==> src/rtl/vga_timing_pkg.sv <==
// ---------------------------------------------------------------------------
// vga_timing_pkg
// Shared 640x480@60 VGA timing constants. Used by vga_controller for its
// parameter defaults and by the pixel generator to size its visible area.
// Provides:
//   H_* / V_*           porch, sync and display lengths in pixels / lines
//   H_TOTAL / V_TOTAL   full line / frame lengths
//   *_SYNC_START/END    inclusive bounds of the active-low sync pulses
//   inWindow()          inclusive range test used for sync decoding
// ---------------------------------------------------------------------------
package vga_timing_pkg;

    localparam int H_DISPLAY = 640;
    localparam int H_FRONT   = 16;
    localparam int H_SYNC    = 96;
    localparam int H_BACK    = 48;

    localparam int V_DISPLAY = 480;
    localparam int V_FRONT   = 10;
    localparam int V_SYNC    = 2;
    localparam int V_BACK    = 33;

    localparam int H_TOTAL = H_DISPLAY + H_FRONT + H_SYNC + H_BACK;
    localparam int V_TOTAL = V_DISPLAY + V_FRONT + V_SYNC + V_BACK;

    localparam int H_SYNC_START = H_DISPLAY + H_FRONT;
    localparam int H_SYNC_END   = H_SYNC_START + H_SYNC - 1;
    localparam int V_SYNC_START = V_DISPLAY + V_FRONT;
    localparam int V_SYNC_END   = V_SYNC_START + V_SYNC - 1;

    // Inclusive range test; both sync pulses are described by closed ranges.
    function automatic logic inWindow(input int value, input int lo, input int hi);
        return (value >= lo) && (value <= hi);
    endfunction

endpackage

==> src/rtl/pixel_tick_gen.sv <==
// ---------------------------------------------------------------------------
// pixel_tick_gen
// Divides the system clock down to the pixel rate by producing a one-cycle
// strobe every CLK_DIV system clocks.
// Ports:
//   clk_i     system clock
//   rst_i     synchronous active-high reset
//   p_tick_o  pixel strobe, high in the last cycle of each divider period
// ---------------------------------------------------------------------------
module pixel_tick_gen #(
    parameter int CLK_DIV = 4
) (
    input  logic clk_i,
    input  logic rst_i,
    output logic p_tick_o
);

    localparam int DW = (CLK_DIV > 1) ? $clog2(CLK_DIV) : 1;
    localparam logic [DW-1:0] LAST = DW'(CLK_DIV - 1);

    logic [DW-1:0] divCount_q;
    logic [DW-1:0] divCount_d;

    // Divider counts 0..CLK_DIV-1 and wraps; with CLK_DIV=1 it sits at 0.
    always_comb begin
        divCount_d = divCount_q + DW'(1);
        if (divCount_q == LAST) begin
            divCount_d = '0;
        end
    end

    always_ff @(posedge clk_i) begin
        if (rst_i) begin
            divCount_q <= '0;
        end else begin
            divCount_q <= divCount_d;
        end
    end

    // Gated by reset so that a divide-by-one build does not strobe in reset.
    assign p_tick_o = !rst_i && (divCount_q == LAST);

endmodule

==> src/rtl/vga_controller.sv <==
// ---------------------------------------------------------------------------
// vga_controller
// Generates VGA raster timing: pixel/line counters, registered active-low
// syncs, visible-area flag and an end-of-frame strobe with a frame counter.
// Ports:
//   sys_clk      system clock (the only clock)
//   sys_rst      synchronous active-high reset
//   hsync/vsync  registered active-low syncs, aligned with x/y
//   video_on     (x,y) lies inside the visible area
//   p_tick       one-cycle pixel strobe
//   x/y          current pixel column / row
//   frame_tick   one-cycle strobe on the last pixel of a frame
//   frame_count  number of completed frames, wraps
// ---------------------------------------------------------------------------
module vga_controller #(
    parameter int CLK_DIV         = 4,
    parameter int SCREEN_WIDTH    = 10,
    parameter int H_DISPLAY       = vga_timing_pkg::H_DISPLAY,
    parameter int H_FRONT         = vga_timing_pkg::H_FRONT,
    parameter int H_SYNC          = vga_timing_pkg::H_SYNC,
    parameter int H_BACK          = vga_timing_pkg::H_BACK,
    parameter int V_DISPLAY       = vga_timing_pkg::V_DISPLAY,
    parameter int V_FRONT         = vga_timing_pkg::V_FRONT,
    parameter int V_SYNC          = vga_timing_pkg::V_SYNC,
    parameter int V_BACK          = vga_timing_pkg::V_BACK,
    parameter int FRAME_CNT_WIDTH = 16
) (
    input  logic                       sys_clk,
    input  logic                       sys_rst,
    output logic                       hsync,
    output logic                       vsync,
    output logic                       video_on,
    output logic                       p_tick,
    output logic [SCREEN_WIDTH-1:0]    x,
    output logic [SCREEN_WIDTH-1:0]    y,
    output logic                       frame_tick,
    output logic [FRAME_CNT_WIDTH-1:0] frame_count
);

    import vga_timing_pkg::inWindow;

    localparam int SW  = SCREEN_WIDTH;
    localparam int FCW = FRAME_CNT_WIDTH;

    localparam int H_TOTAL      = H_DISPLAY + H_FRONT + H_SYNC + H_BACK;
    localparam int V_TOTAL      = V_DISPLAY + V_FRONT + V_SYNC + V_BACK;
    localparam int H_SYNC_START = H_DISPLAY + H_FRONT;
    localparam int H_SYNC_END   = H_SYNC_START + H_SYNC - 1;
    localparam int V_SYNC_START = V_DISPLAY + V_FRONT;
    localparam int V_SYNC_END   = V_SYNC_START + V_SYNC - 1;

    logic           pTick;
    logic           lineEnd;
    logic           frameEnd;
    logic [SW-1:0]  hCount_q,     hCount_d;
    logic [SW-1:0]  vCount_q,     vCount_d;
    logic           hsync_q,      hsync_d;
    logic           vsync_q,      vsync_d;
    logic [FCW-1:0] frameCount_q, frameCount_d;

    pixel_tick_gen #(
        .CLK_DIV (CLK_DIV)
    ) u_pixelTickGen (
        .clk_i    (sys_clk),
        .rst_i    (sys_rst),
        .p_tick_o (pTick)
    );

    assign lineEnd  = (hCount_q == SW'(H_TOTAL - 1));
    assign frameEnd = lineEnd && (vCount_q == SW'(V_TOTAL - 1));

    // Counters advance on the pixel strobe; at the frame corner both wrap in
    // the same step so no (0, V_TOTAL-1) position is ever produced. Syncs are
    // decoded from the next-state counts so the registered syncs line up
    // with x/y without a one-pixel lag.
    always_comb begin
        hCount_d     = hCount_q;
        vCount_d     = vCount_q;
        frameCount_d = frameCount_q;
        if (pTick) begin
            if (lineEnd) begin
                hCount_d = '0;
                if (frameEnd) begin
                    vCount_d     = '0;
                    frameCount_d = frameCount_q + FCW'(1);
                end else begin
                    vCount_d = vCount_q + SW'(1);
                end
            end else begin
                hCount_d = hCount_q + SW'(1);
            end
        end
        hsync_d = !inWindow(int'(hCount_d), H_SYNC_START, H_SYNC_END);
        vsync_d = !inWindow(int'(vCount_d), V_SYNC_START, V_SYNC_END);
    end

    always_ff @(posedge sys_clk) begin
        if (sys_rst) begin
            hCount_q     <= '0;
            vCount_q     <= '0;
            hsync_q      <= 1'b1;
            vsync_q      <= 1'b1;
            frameCount_q <= '0;
        end else begin
            hCount_q     <= hCount_d;
            vCount_q     <= vCount_d;
            hsync_q      <= hsync_d;
            vsync_q      <= vsync_d;
            frameCount_q <= frameCount_d;
        end
    end

    assign hsync       = hsync_q;
    assign vsync       = vsync_q;
    assign x           = hCount_q;
    assign y           = vCount_q;
    assign p_tick      = pTick;
    assign frame_tick  = pTick && frameEnd;
    assign frame_count = frameCount_q;
    assign video_on    = (hCount_q < SW'(H_DISPLAY)) && (vCount_q < SW'(V_DISPLAY));

endmodule

==> config.mk <==
export PLATFORM = sky130hd
export DESIGN_NAME = vga_controller
export DESIGN_NICKNAME = d
export VERILOG_FILES = /design/src/rtl/vga_timing_pkg.sv /design/src/rtl/pixel_tick_gen.sv /design/src/rtl/vga_controller.sv
export SDC_FILE = /design/constraint.sdc
export NUM_CORES = 1
export LEC_CHECK = 0
export ABC_CLOCK_PERIOD_IN_PS = 2990
export CAP_MARGIN = 20
export CORE_AREA = 2 2 62 79
export DETAILED_ROUTE_END_ITERATION = 10
export DIE_AREA = 0 0 64 81
export PLACE_DENSITY = 0.81
export SLEW_MARGIN = 20
export SYNTH_ARGS = -nofsm -noshare
export SYNTH_HDL_FRONTEND = slang
export SYNTH_SLANG_ARGS = --single-unit
==> constraint.sdc <==
create_clock -name sys_clk -period 2.99 [get_ports sys_clk]
set_input_delay 0.598 -clock sys_clk [delete_from_list [all_inputs] [get_ports sys_clk]]
set_output_delay 0.598 -clock sys_clk [all_outputs]
set_load 0.005 [all_outputs]
After elaboration in Yosys (flattened, before gate mapping). Index checks and enable logic that the tools add are counted.

Flip-flop bits (word level): 40. Latch bits: 0. RAM bits: 0. Bits in read-only memories: 0. Bits of input ports: 2. Word-level logic and storage cells: 35. Memories kept: 0.

Add/subtract/negate cells: 4. Multipliers: 0. Div/mod/pow operators: 0. $lt $le $gt $ge: 6. Eq/ne operators: 3. Shift-type cells: 0. Multiplexer cells: 5. Bitwise gates (word level): 0. Reduce and logical (&&, ||, !) cells: 11.

Operators with widths (number): 2-to-1 mux 10 bit (5); adder 10 x 1 -> 10 bit, second input constant (2); == test 10 bit, second input constant (2); adder 16 x 1 -> 16 bit, second input constant (1); >= comparator 10 bit, second input constant (1); >= comparator 10 x 9 -> 1 bit, second input constant (1); <= comparator 10 bit, second input constant (1); <= comparator 10 x 9 -> 1 bit, second input constant (1); < comparator 10 bit, second input constant (1); < comparator 10 x 9 -> 1 bit, second input constant (1); logical AND 1 bit (6); logical NOT 1 bit (3); AND reduction 3 bit (1); adder 2 x 1 -> 2 bit, second input constant (1); == test 2 bit, second input constant (1); OR reduction 2 bit (1).

Depth between registers and ports, before layout. Gate-level depths: netlist of the first run.

Depth after elaboration: 8. Depth in mapped cells: 9. Depth with buffers taken out: 7.

Cells and area by module. A second synthesis of the first run with hierarchy kept.

Cell total of the unflattened synthesis: 246. Area, all modules: 2064.5 sq um.

Modules (own cells, without submodules): vga_controller (times used 1, cells each 240, area each 1980.6 sq um, sequential area each 760.7 sq um); pixel_tick_gen (times used 1, cells each 6, area each 83.8 sq um, sequential area each 40.0 sq um).

Least setup slack after synthesis of the first run. No wires, ideal clock.

Path kind: input to output. Start: input sys_rst. End: output frame_tick. Data arrival time: 1684 ps. Path slack: 708 ps. Cell stages on the path: 6. Buffers on the path: 2. Cell sequence: clkbuf_1 -> nand2b_1 -> nor4_1 -> buf_2 -> nand2_1 -> inv_1.

Cells in the longest elaborated chain, start to end: 3.

Ends and longest elaborated chain: from (decl) (line vga_controller.sv:29) `input logic sys_rst,`; logical NOT 1 bit (line pixel_tick_gen.sv:41) `assign p_tick_o = !rst_i && (divCount_q == LAST);`; logical AND 1 bit (line pixel_tick_gen.sv:41); logical AND 1 bit (line vga_controller.sv:118) `assign frame_tick = pTick && frameEnd;`; to (decl) (line vga_controller.sv:36) `output logic frame_tick,`.

Every way passes these cells.

Worst setup path in the final report of the first run.
Start: register vCount_q[0], in the netlist y[0]. End: output frame_tick.

Cells in the longest elaborated chain, start to end: 3.

Ends and longest elaborated chain: from (decl) (line vga_controller.sv:56) `logic [SW-1:0] vCount_q, vCount_d;`; from (signal assigned) (line vga_controller.sv:106) `vCount_q <= vCount_d;`; == test 10 bit (line vga_controller.sv:70) `assign frameEnd = lineEnd && (vCount_q == SW'(V_TOTAL - 1));`; logical AND 1 bit (line vga_controller.sv:70); logical AND 1 bit (line vga_controller.sv:118).

Every way passes these cells.

==> Implementation_results.wiki, run 1 <==
{| class="wikitable"
! Metric !! Value
|-
| Cell taking the most area after synthesis || sky130_fd_sc_hd__dfxtp_1
|-
| Synth Instances || 265
|-
| Crit path kind || reg -> out
|-
| Row count || 28
|-
| Slew at the pin closest to its max-slew limit || 0.517 ns
|-
| Width of the die || 64 um
|-
| DR WL/cell || 13.5 um
|-
| Syn Area/Cell || 8.28 um2
|-
| Final count of negative-setup-slack endpoints || 0
|-
| Maximum ir drop on the vdd rail || 249 uV
|-
| Growth of design area from synthesis to finish || 28.2%
|-
| Worst Clk Skew || 0.00603 ns
|-
| Max-slew violation count || 0
|-
| DRC violation count after routing || 0
|-
| # H-tree levels || 2
|-
| Total number of yosys warnings || 0
|-
| Die Y || 81 um
|-
| Sum of routed wire length over all layers || 4990 um
|-
| Max Fanout on Critical Path || 8
|-
| Number of top-level design ports || 43
|-
| Post-Place Cells || 361
|-
| Insertion delay to the later sink of the worst-skew pair || 0.29 ns
|-
| Data required time of the worst path || 2.39 ns
|-
| Antenna violations before repair || 0
|-
| Hold WS || 0.432 ns
|-
| Area share of the largest cell type after synthesis || 0.365
|-
| Outcome || finished clean
|-
| Critical Path Source Type || flip-flop
|-
| Cell Pwr Density || 372 nW/um2
|-
| Detail-routed via count per cell || 5.54
|-
| Standard cell core area || 4520 um2
|-
| Final cell count without fillers || 370
|-
| Number of maximum-capacitance violations || 0
|-
| Gpl congestion || 0.920
|-
| Total number of nets in the final design || 316
|-
| Number of different library cells in the post-synthesis netlist || 46
|-
| Final Hold Viols || 0
|-
| First-pass GRT wire length || 8420 um
|-
| Pin count of the biggest net entering global routing || 36
|-
| Most common library cell in the layout ignoring fill and taps || sky130_fd_sc_hd__clkdlybuf4s50_1
|-
| Number of flip-flops and latches in the synthesized netlist || 40
|-
| Cell depth of the worst hold path || 1
|-
| Critical path capture point type || output pin
|-
| Most frequent cells in the layout || sky130_fd_sc_hd__clkdlybuf4s50_1, sky130_fd_sc_hd__dfxtp_1, sky130_fd_sc_hd__nor2_1
|-
| Vias in the first global route || 1930
|-
| Post-synthesis cell area || 2190 um2
|-
| Drt first pass iters || 4
|-
| Fin crit share || 0.955
|-
| Ranking of synthesized cells by area || sky130_fd_sc_hd__dfxtp_1, sky130_fd_sc_hd__xnor2_1, sky130_fd_sc_hd__nor2_1, sky130_fd_sc_hd__xor2_1, sky130_fd_sc_hd__nand2_1
|-
| Clock-pin transition on the worst setup and hold timing paths || 0.07 ns
|-
| Total Die Area || 5180 um2
|-
| Fraction of the yosys area taken by sequential cells || 0.365
|-
| Maximum root-to-sink buffer count || 2
|-
| Initial core utilization || 0.486
|-
| Clock tree from TritonCTS || yes
|-
| Total power draw || 1.05 mW
|-
| Number of diodes || 0
|-
| Shortest clock period the worst path allows after layout || 2.86 ns
|-
| Worst max-slew margin expressed relative to the limit || 0.654
|-
| Max Clk Rate || 350 MHz
|-
| TNS Setup || 0 ns
|-
| CTS Root Buffer Type || sky130_fd_sc_hd__clkbuf_8
|-
| Worst Reg-to-Reg Cells || 7
|-
| Total global routing overflow || 0
|-
| Overall routing resource usage || 0.203
|-
| TritonCTS Sinks || 40
|-
| Hold Crit Class || reg -> reg
|-
| Violation count after the first detailed-route iteration || 67
|-
| RSZ-0062 raised after global routing || no
|-
| Post-synthesis net count || 272
|-
| Ratio of cells with drive above 1 in the final layout || 0.0935
|-
| Port-buffer cells || 42
|-
| Placed wire-length estimate || 3590 um
|-
| Arrival @ worst endpoint || 2.26 ns
|-
| # hold bufs at CTS || 0
|-
| Static Leak || 0.935 nW
|-
| Cts bufs inserted || 5
|-
| Antenna viol nets, final || 0
|-
| Total number of vias || 2050
|}
-- power by group --
part	switching, mW	internal [mW]
combinational	0.0150	0.0110
sequential	0.00253	0.537
clock	0.186	0.295
total	0.204	0.842
-- sequential cells by signal, indices dropped and copies added (netlist names) --
register / count
hsync: 1
vsync: 1
frame_count: 16
u_pixelTickGen.divCount_q: 2
y: 10
x: 10
-- critical path, stage by stage, from the launching register on --
cell,delay [ns]
sky130_fd_sc_hd__dfxtp_1,0.38
sky130_fd_sc_hd__inv_1,0.08
sky130_fd_sc_hd__ha_1,0.16
sky130_fd_sc_hd__or4b_4,0.50
sky130_fd_sc_hd__nor4_4,0.19
sky130_fd_sc_hd__nand2_2,0.11
sky130_fd_sc_hd__inv_1,0.07
sky130_fd_sc_hd__clkdlybuf4s50_1,0.49
-- path summary, 6_finish.rpt --
kind | from | to | slack, ns
max | y[0] | frame_tick | 0.13
min | u_pixelTickGen.divCount_q[0] | u_pixelTickGen.divCount_q[0] | 0.43
max reg2reg | y[0] | frame_count[10] | 0.57
min reg2reg | u_pixelTickGen.divCount_q[0] | u_pixelTickGen.divCount_q[0] | 0.43
-- per-stage QoR --
stage / instance area, um2 / utilization / setup WS (ns)
4_1_cts: 2810 / 0.621 / 0.0217
5_1_grt: 2810 / 0.623 / 0.00789
3_3_place_gp: 2680 / 0.592 / 0.124
2_1_floorplan: 2190 / - / 0.708
6_report: 2810 / 0.623 / 0.135
3_5_place_dp: 2680 / 0.592 / 0.134
-- routing by layer --
| metal | part of all wire | track usage | vias up |
|---|---|---|---|
| met5 | 0 | 0 | - |
| met4 | 0.018 | 0.0978 | 0 |
| met3 | 0.043 | 0.0429 | 9 |
| met2 | 0.52 | 0.365 | 62 |
| met1 | 0.42 | 0.228 | 948 |
| li1 | - | - | 1031 |
-- final cells by class --
| type | count | area, um2 |
|---|---|---|
| well taps | 60 | 75.1 |
| fillers | 386 | 1710 |
| flip-flops and latches | 40 | 802 |
| repair buffers | 50 | 480 |
| multi-input cells | 199 | 1280 |
| clock buffers | 7 | 96.3 |
| clock inverters | 1 | 30.0 |
| inverters | 13 | 48.8 |
-- kinds of logic (layout without fill, tap and decap cells) --
group           count (synthesis)  after routing  share of synthesized area
compound gates                 35             35                     0.0981
buf+inv                        26             71                     0.0553
xor+xnor                       28             28                      0.112
simple gates                  131            131                      0.342
flops                          40             40                      0.365
fa+ha+maj                       5              5                     0.0285
-- cell usage after synthesis (all sizes together) --
library cell	n
and3b	1
or4	2
dfxtp	40
nand2	22
nand2b	4
and4	2
nor3	11
buf	5
nor3b	2
xor2	12
o311ai	1
or3b	1
nand3b	2
a211oi	2
or2	2
a32oi	1
ha	5
o211ai	1
or3	5
o21ai	10
o221ai	1
nor2b	1
clkbuf	8
o2111ai	1
nand4b	2
inv	13
a21oi	11
and2	1
a21o	1
nand4	11
nor2	28
and3	9
a31oi	4
nor4	10
xnor2	16
or4b	1
nand3	14
a311oi	1
a2111o	1
-- timing repair --
item	CTS	global route
resized for setup	1	1
setup buffers	0	1
pin swaps	0	1
setup endpoints to repair	1	1
No activity file was read; power rests on OpenSTA's default activity.
==> run 2, diff against run 1 <==
--- a/config.mk
+++ b/config.mk
@@ -11,7 +11,6 @@
 export DETAILED_ROUTE_END_ITERATION = 10
 export DIE_AREA = 0 0 64 81
 export PLACE_DENSITY = 0.81
-export SLEW_MARGIN = 20
 export SYNTH_ARGS = -nofsm -noshare
 export SYNTH_HDL_FRONTEND = slang
 export SYNTH_SLANG_ARGS = --single-unit
==> results of run 2 <==
The final DEF is identical to that of run 1; final timing and power are the same.
==> run 3, diff against run 2 <==
--- a/config.mk
+++ b/config.mk
@@ -8,6 +8,7 @@
 export ABC_CLOCK_PERIOD_IN_PS = 2990
 export CAP_MARGIN = 20
 export CORE_AREA = 2 2 62 79
+export CTS_BUF_LIST = sky130_fd_sc_hd__clkbuf_4 sky130_fd_sc_hd__clkbuf_8 sky130_fd_sc_hd__clkbuf_16
 export DETAILED_ROUTE_END_ITERATION = 10
 export DIE_AREA = 0 0 64 81
 export PLACE_DENSITY = 0.81
==> results of run 3 <==
The final DEF is identical to that of run 1; final timing and power are the same.
